--- config.mk ---
export PLATFORM = sky130hd
export DESIGN_NAME = ifu_fetch
export DESIGN_NICKNAME = d
export VERILOG_FILES = /design/src/rtl/ifu_fetch.sv
export SDC_FILE = /design/constraint.sdc
export NUM_CORES = 1
export LEC_CHECK = 0
export CAP_MARGIN = 25
export CORE_ASPECT_RATIO = 0.9
export CORE_UTILIZATION = 40
export DETAILED_ROUTE_END_ITERATION = 10
export PLACE_DENSITY = 0.65
export SKIP_CTS_REPAIR_TIMING = 1
export SLEW_MARGIN = 20
export SYNTH_ARGS = -nofsm -noshare
export SYNTH_HDL_FRONTEND = slang
export SYNTH_SLANG_ARGS = --single-unit
--- constraint.sdc ---
create_clock -name i_clk -period 4.3 [get_ports i_clk]
set_input_delay 1.075 -clock i_clk [delete_from_list [all_inputs] [get_ports i_clk]]
set_output_delay 1.075 -clock i_clk [all_outputs]
set_load 0.02 [all_outputs]
--- src/rtl/ifu_fetch.sv ---
// Instruction-fetch front end: owns the fetch PC, issues one outstanding imem request, buffers into a 2-entry FIFO.
// Optional JAL predecode redirect is enabled by defining IFU_JAL_PREDICT_EN.
module ifu_fetch #(
    parameter logic [31:0] RESET_PC = 32'h0000_0000
) (
    input  logic        i_clk,
    input  logic        i_rst,
    input  logic        i_branch_taken,
    input  logic [31:0] i_pc_branch,
    output logic        o_imem_req,
    output logic [31:0] o_imem_addr,
    input  logic        i_imem_gnt,
    input  logic        i_imem_rvalid,
    input  logic [31:0] i_imem_rdata,
    output logic        o_if_valid,
    output logic [31:0] o_if_pc,
    output logic [31:0] o_if_insn,
    output logic        o_if_pred_taken,
    input  logic        i_id_ready
);

    typedef enum logic [1:0] {IDLE, REQ, WAIT} state_t;

    state_t      state;
    logic [31:0] pc_q;
    logic [31:0] req_pc_q;
    logic        kill_q;
    logic [31:0] fifo_pc   [2];
    logic [31:0] fifo_insn [2];
    logic        rd_ptr;
    logic        wr_ptr;
    logic [1:0]  count;

    logic grant;
    logic push;
    logic pop;
    logic unused_branch_lsbs;

    // With a single outstanding request, nothing is in flight while in REQ.
    assign o_imem_req  = (state == REQ) && (count < 2'd2);
    assign o_imem_addr = {pc_q[31:2], 2'b00};
    assign o_if_valid  = (count != 2'd0);
    assign o_if_pc     = o_if_valid ? fifo_pc[rd_ptr]   : 32'h0;
    assign o_if_insn   = o_if_valid ? fifo_insn[rd_ptr] : 32'h0;

    assign grant = o_imem_req && i_imem_gnt;
    assign push  = (state == WAIT) && i_imem_rvalid && !kill_q;
    assign pop   = o_if_valid && i_id_ready;

    assign unused_branch_lsbs = ^i_pc_branch[1:0];

`ifdef IFU_JAL_PREDICT_EN
    logic [1:0]  fifo_pred;
    logic        is_jal;
    logic [31:0] jal_target;

    assign is_jal     = (i_imem_rdata[6:0] == 7'b1101111);
    assign jal_target = req_pc_q + {{11{i_imem_rdata[31]}}, i_imem_rdata[31], i_imem_rdata[19:12],
                                    i_imem_rdata[20], i_imem_rdata[30:21], 1'b0};
    assign o_if_pred_taken = o_if_valid && fifo_pred[rd_ptr];

    always_ff @(posedge i_clk) begin
        if (i_rst) begin
            fifo_pred <= 2'b00;
        end else if (push && !i_branch_taken) begin
            fifo_pred[wr_ptr] <= is_jal;
        end
    end
`else
    assign o_if_pred_taken = 1'b0;
`endif

    always_ff @(posedge i_clk) begin
        if (i_rst) begin
            state    <= IDLE;
            pc_q     <= RESET_PC;
            req_pc_q <= 32'h0;
            kill_q   <= 1'b0;
            count    <= 2'd0;
            rd_ptr   <= 1'b0;
            wr_ptr   <= 1'b0;
            for (int i = 0; i < 2; i++) begin
                fifo_pc[i]   <= 32'h0;
                fifo_insn[i] <= 32'h0;
            end
        end else if (i_branch_taken) begin
            // A redirect flushes everything; a response still owed by memory must be discarded later.
            count  <= 2'd0;
            rd_ptr <= 1'b0;
            wr_ptr <= 1'b0;
            pc_q   <= {i_pc_branch[31:2], 2'b00};
            if (((state == WAIT) && !i_imem_rvalid) || grant) begin
                kill_q <= 1'b1;
                state  <= WAIT;
            end else begin
                kill_q <= 1'b0;
                state  <= REQ;
            end
        end else begin
            case (state)
                IDLE: state <= REQ;
                REQ: begin
                    if (grant) begin
                        req_pc_q <= pc_q;
                        pc_q     <= pc_q + 32'd4;
                        state    <= WAIT;
                    end
                end
                WAIT: begin
                    if (i_imem_rvalid) begin
                        kill_q <= 1'b0;
                        state  <= REQ;
`ifdef IFU_JAL_PREDICT_EN
                        if (!kill_q && is_jal) begin
                            pc_q <= jal_target;
                        end
`endif
                    end
                end
                default: state <= IDLE;
            endcase
            if (push) begin
                fifo_pc[wr_ptr]   <= req_pc_q;
                fifo_insn[wr_ptr] <= i_imem_rdata;
                wr_ptr            <= ~wr_ptr;
            end
            if (pop) begin
                rd_ptr <= ~rd_ptr;
            end
            count <= count + {1'b0, push} - {1'b0, pop};
        end
    end

endmodule

# Word level (Yosys, flattened, before mapping)
# Memories as Yosys holds them, arrays and structs flattened. A register that Yosys moved wholly into a read port is not among the register bits.
# Index checks and enable logic that the tools add are counted.
# classes
addsub	3
n_lt_le_gt_ge	1
n_eq_ne	4
muxes	30
n_bitwise	3
n_reduce_logical	23
# ops
operator	count
2-to-1 mux 32 bit	7
OR reduction 32 bit	2
adder 32 x 3 -> 32 bit, second input constant	1
2-to-1 mux 1 bit	18
nonzero test 2 bit	5
2-to-1 mux 2 bit	4
AND reduction 2 bit	4
logical AND 1 bit	6
inequality test 3 bit, second input constant	2
one-hot mux 2 bit (3 select lines)	1
NOT 1 bit	3
AND reduction 3 bit	1
adder 2 x 1 -> 2 bit	1
== test 2 x 1 -> 1 bit, second input constant	1
== test 2 bit, second input constant	1
zero test 1 bit	2
zero test 2 bit	1
< comparator 2 bit, second input constant	1
OR reduction 2 bit	1
subtractor 2 x 1 -> 2 bit	1
logical OR 1 bit	1
# totals
regBits	71
ram_bits	128
inputBits	70
out_inout_bits	99
elab_cells	74
n_memories	2
# memory_table
memory	depth	word_bits	read_ports	rd_ports_with_merged_regs	wr	line	source
fifo_insn	2	32	1	1	2	29	logic [31:0] fifo_insn [2];
fifo_pc	2	32	1	1	2	28	logic [31:0] fifo_pc [2];

# Longest topological paths before layout
# logic_depth
depth_word	9
depth_mapped	9
depth_no_buf	9

# Least setup slack after synthesis
# No wires, ideal clock.
# synth_path
path_kind	in2reg
startpoint	input port i_branch_taken
endpoint	memory fifo_insn[0][0] (enable)
setup_time_ns	0.393
arrival_ns	2.875
required_time_ns	3.907
path_slack_ns	1.032
path_stages	3
n_path_buf	1
path_cell_list	clkbuf_1 > nor4_1 > or2_2
# synth_lines
item	line	source
start: declaration	8	input logic i_branch_taken,
end: declaration	29	

==> results by group <==
Status
  – Outcome: complete, no violations

Synth
  – Main synth FF type: edfxtp_1
  – Synth cell types: 37
  – Sequential area share after synthesis: 59.2%
  – Xor and xnor fraction of the mapped netlist area: 3.37%
  – Area fraction of the dominant cell type after synthesis: 43.4%
  – Register bit total from synthesis: 192
  – Synthesized cell area: 8590 um^2
  – Number of flops mapped to enable cells by yosys: 124
  – Ys Warns: 0
  – Post-synth top area cell: edfxtp_1
  – Synth Area in Simple Gates: 21.8%
  – Average size of a mapped cell: 11.0 um^2
  – Ys async rst share: 0%
  – Post-Synth Adder-Cell Area: 0.437%
  – Largest family of logic cells by synthesized area: simple AND/OR/NAND/NOR gates
  – Area contributors post-synth: edfxtp_1 43%, dfxtp_1 16%, and2_1 9.3%
  – Post-synthesis instance total: 779
  – Compound-Gate Fraction of Synth Area: 4.04%
  – Multiplexer share of the synthesized area: 7.93%

Cells and area
  – Commonest non-fill, non-tap cell in the layout: clkdlybuf4s50_1
  – Final antenna diode count: 0
  – Final Cell Area: 11100 um^2
  – NumNets Final: 992
  – Layout area overhead: 28.8%
  – Most frequent cells in the layout: 160 x clkdlybuf4s50_1, 128 x and2_1, 124 x edfxtp_1
  – Share of cells above drive strength 1: 6.33%

Pwr
  – Lkg Pwr: 3.82 nW
  – Clk pwr share: 40.1%
  – Sw Pwr: 0.858 mW
  – Max IR drop VDD: 240 uV
  – P_int: 3.06 mW
  – Power Density: 354 nW/um^2
  – Net Sw Frac: 21.9%
  – Logic gate share of total power: 7.2%
  – Power share of the sequential group: 52.8%

Floorplan
  – Die height: 141 um
  – Die W: 156 um
  – IO Pins: 169
  – Initial core utilization: 41.1%
  – Die ar.: 22100 um^2
  – Std cell rows: 50
  – Core area: 20900 um^2

Routing
  – DRC viols: 0
  – Initial DRC count: 261
  – Final WL: 17600 um
  – Routed WL per cell: 14.4 um
  – Vias: 5738
  – DR pass1 iterations: 5
  – Post-DRT Antenna Nets: 0
  – Via-to-Cell Ratio: 4.71

Clock tree
  – H-tree depth: 4
  – Later-pin clock latency in the skew report: 0.42 ns
  – Root buffer cell: clkbuf_16
  – Clock Sinks: 192
  – CTS max path bufs: 2
  – Total CTS buffers: 17
  – Clock slew at reported path FFs: 0.07 ns
  – CTS tree: yes

Global routing
  – Overall Global Routing Usage: 16.6%
  – Total global routing overflow: 0
  – GRT met1 Usage: 23.3%
  – Largest net degree at the start of global routing: 64
  – Routing usage on met2: 25.2%
  – Initial antenna violation count: 1
  – Number of global-route vias before repair: 5385
  – Met3 usage: 4.30%
  – Busiest grt layer: met2
  – Global-route wire length before repair: 27900 um

Timing
  – Setup repair after global routing missed its margin: no
  – Finish-stage setup viols: 0
  – Clock skew: 0.0105 ns
  – Max Transition Viols Final: 0
  – Setup_tns: 0 ns
  – Min cycle time layout: 3.50 ns
  – FMAX: 285 MHz
  – Crit share post-route: 81.5%
  – Max-slew headroom: 41.9%
  – Worst Tran Pin Value: 0.871 ns
  – Hold Vio Cnt, Final: 0

Placed design
  – PortBufs: 161
  – Dpl hpwl: 11000 um
  – DP Area: 10500 um^2
  – Final Wtd Congestion: 0.769

Setup path
  – Worst Path Arrival: 2.43 ns
  – Reg2reg setup slack: 1.86 ns
  – Worst Path Required: 3.22 ns
  – Worst reg2reg path endpoint: count[1]
  – Reg2Reg Launch Point: count[1]
  – CP Class: reg2out
  – R2r worst-path depth: 10
  – CP endpoint kind: output pin
  – Worst setup SP type: flip-flop
  – CP Max Fanout: 38

Worst hold path
  – Hold Path End: req_pc_q[3]
  – Min-Delay Path Class: reg2reg
  – Hold Path Depth: 2
  – Hold path start: req_pc_q[3]

Job
  – Max cap viols: 0
==> power by group through the flow <==
stage / clock, mW / combinational, mW / sequential, mW
finish: 1.57 / 0.280 / 2.07
global placement: 0 / 0.281 / 2.11
floorplan: 0 / 0.125 / 2.12
detailed placement: 0 / 0.283 / 2.11
global route: 1.69 / 0.304 / 2.08
CTS: 1.60 / 0.284 / 2.07
==> cells by family after synthesis <==
logic type	count (synthesis)
DFF	192
AOI/OAI and AO/OA	59
buffers and inverters	64
other	1
muxes	68
adders and majority gates	3
and+or+nand+nor	359
xor gates and xnor gates	33
==> worst max-delay path: stages, from the launching register on <==
cell	delay, ns
dfxtp_4	0.82
buf_12	0.30
mux2i_1	0.22
nor2_1	0.06
clkdlybuf4s50_1	0.61
==> Yosys cell counts, drive strengths merged (2+ instances only) <==
cell    count
and2      128
edfxtp    124
nor2       92
nand2      82
dfxtp      68
mux2i      68
clkbuf     44
a21oi      39
xnor2      21
a211oi     19
buf        13
xor2       12
nor3       11
nand3      10
nor4        9
inv         7
nand4       7
and3        4
and4        4
ha          3
or2         3
nor4b       2
==> per-stage QoR <==
stage          hold slack [ns]  utilization (%)  total power, mW  worst slack, ns  instances
2_1_floorplan            0.440                -             2.24             1.03        783
3_3_place_gp             0.447             50.1             2.39            0.995       1186
3_5_place_dp             0.454             50.1             2.39            0.941       1186
4_1_cts                  0.464             52.9             3.96            0.742       1218
5_1_grt                  0.478             52.9             4.07            0.650       1218
6_report                 0.460             52.9             3.92            0.796       1218
==> registers in the layout, indices dropped and copies added (netlist names), named ones only <==
register / cells
fifo_pc: 60
state: 2
wr_ptr: 1
fifo_insn: 64
req_pc_q: 30
pc_q: 30
count: 2
rd_ptr: 1
kill_q: 1
==> cell type report <==
| type | instances | area (um^2) |
|---|---|---|
| fill | 1842 | 9830 |
| sequential | 192 | 5090 |
| timing repair buffer | 174 | 1730 |
| multi-input combinational | 527 | 3260 |
| inverter | 7 | 26.3 |
| clock buffer | 22 | 485 |
| clock inverter | 10 | 113 |
| tap | 286 | 358 |
==> layer usage <==
layer	part of all wire (%)	vias to the layer above
li1	-	2936
met1	48	2649
met2	45	139
met3	6.4	12
met4	0.84	2
met5	0.068	-
==> worst max-delay path by stage <==
stage	endpoint	slack (ns)	cells past startpoint
finish	o_if_pc[31]	0.80	4
global route	o_if_pc[26]	0.65	4
CTS	o_if_pc[31]	0.74	4
detailed placement	pc_q[21]	0.94	6
global placement	pc_q[31]	1.0	6
floorplan	fifo_insn[0][0]	1.03	3
No activity file was read; power rests on OpenSTA's default activity.
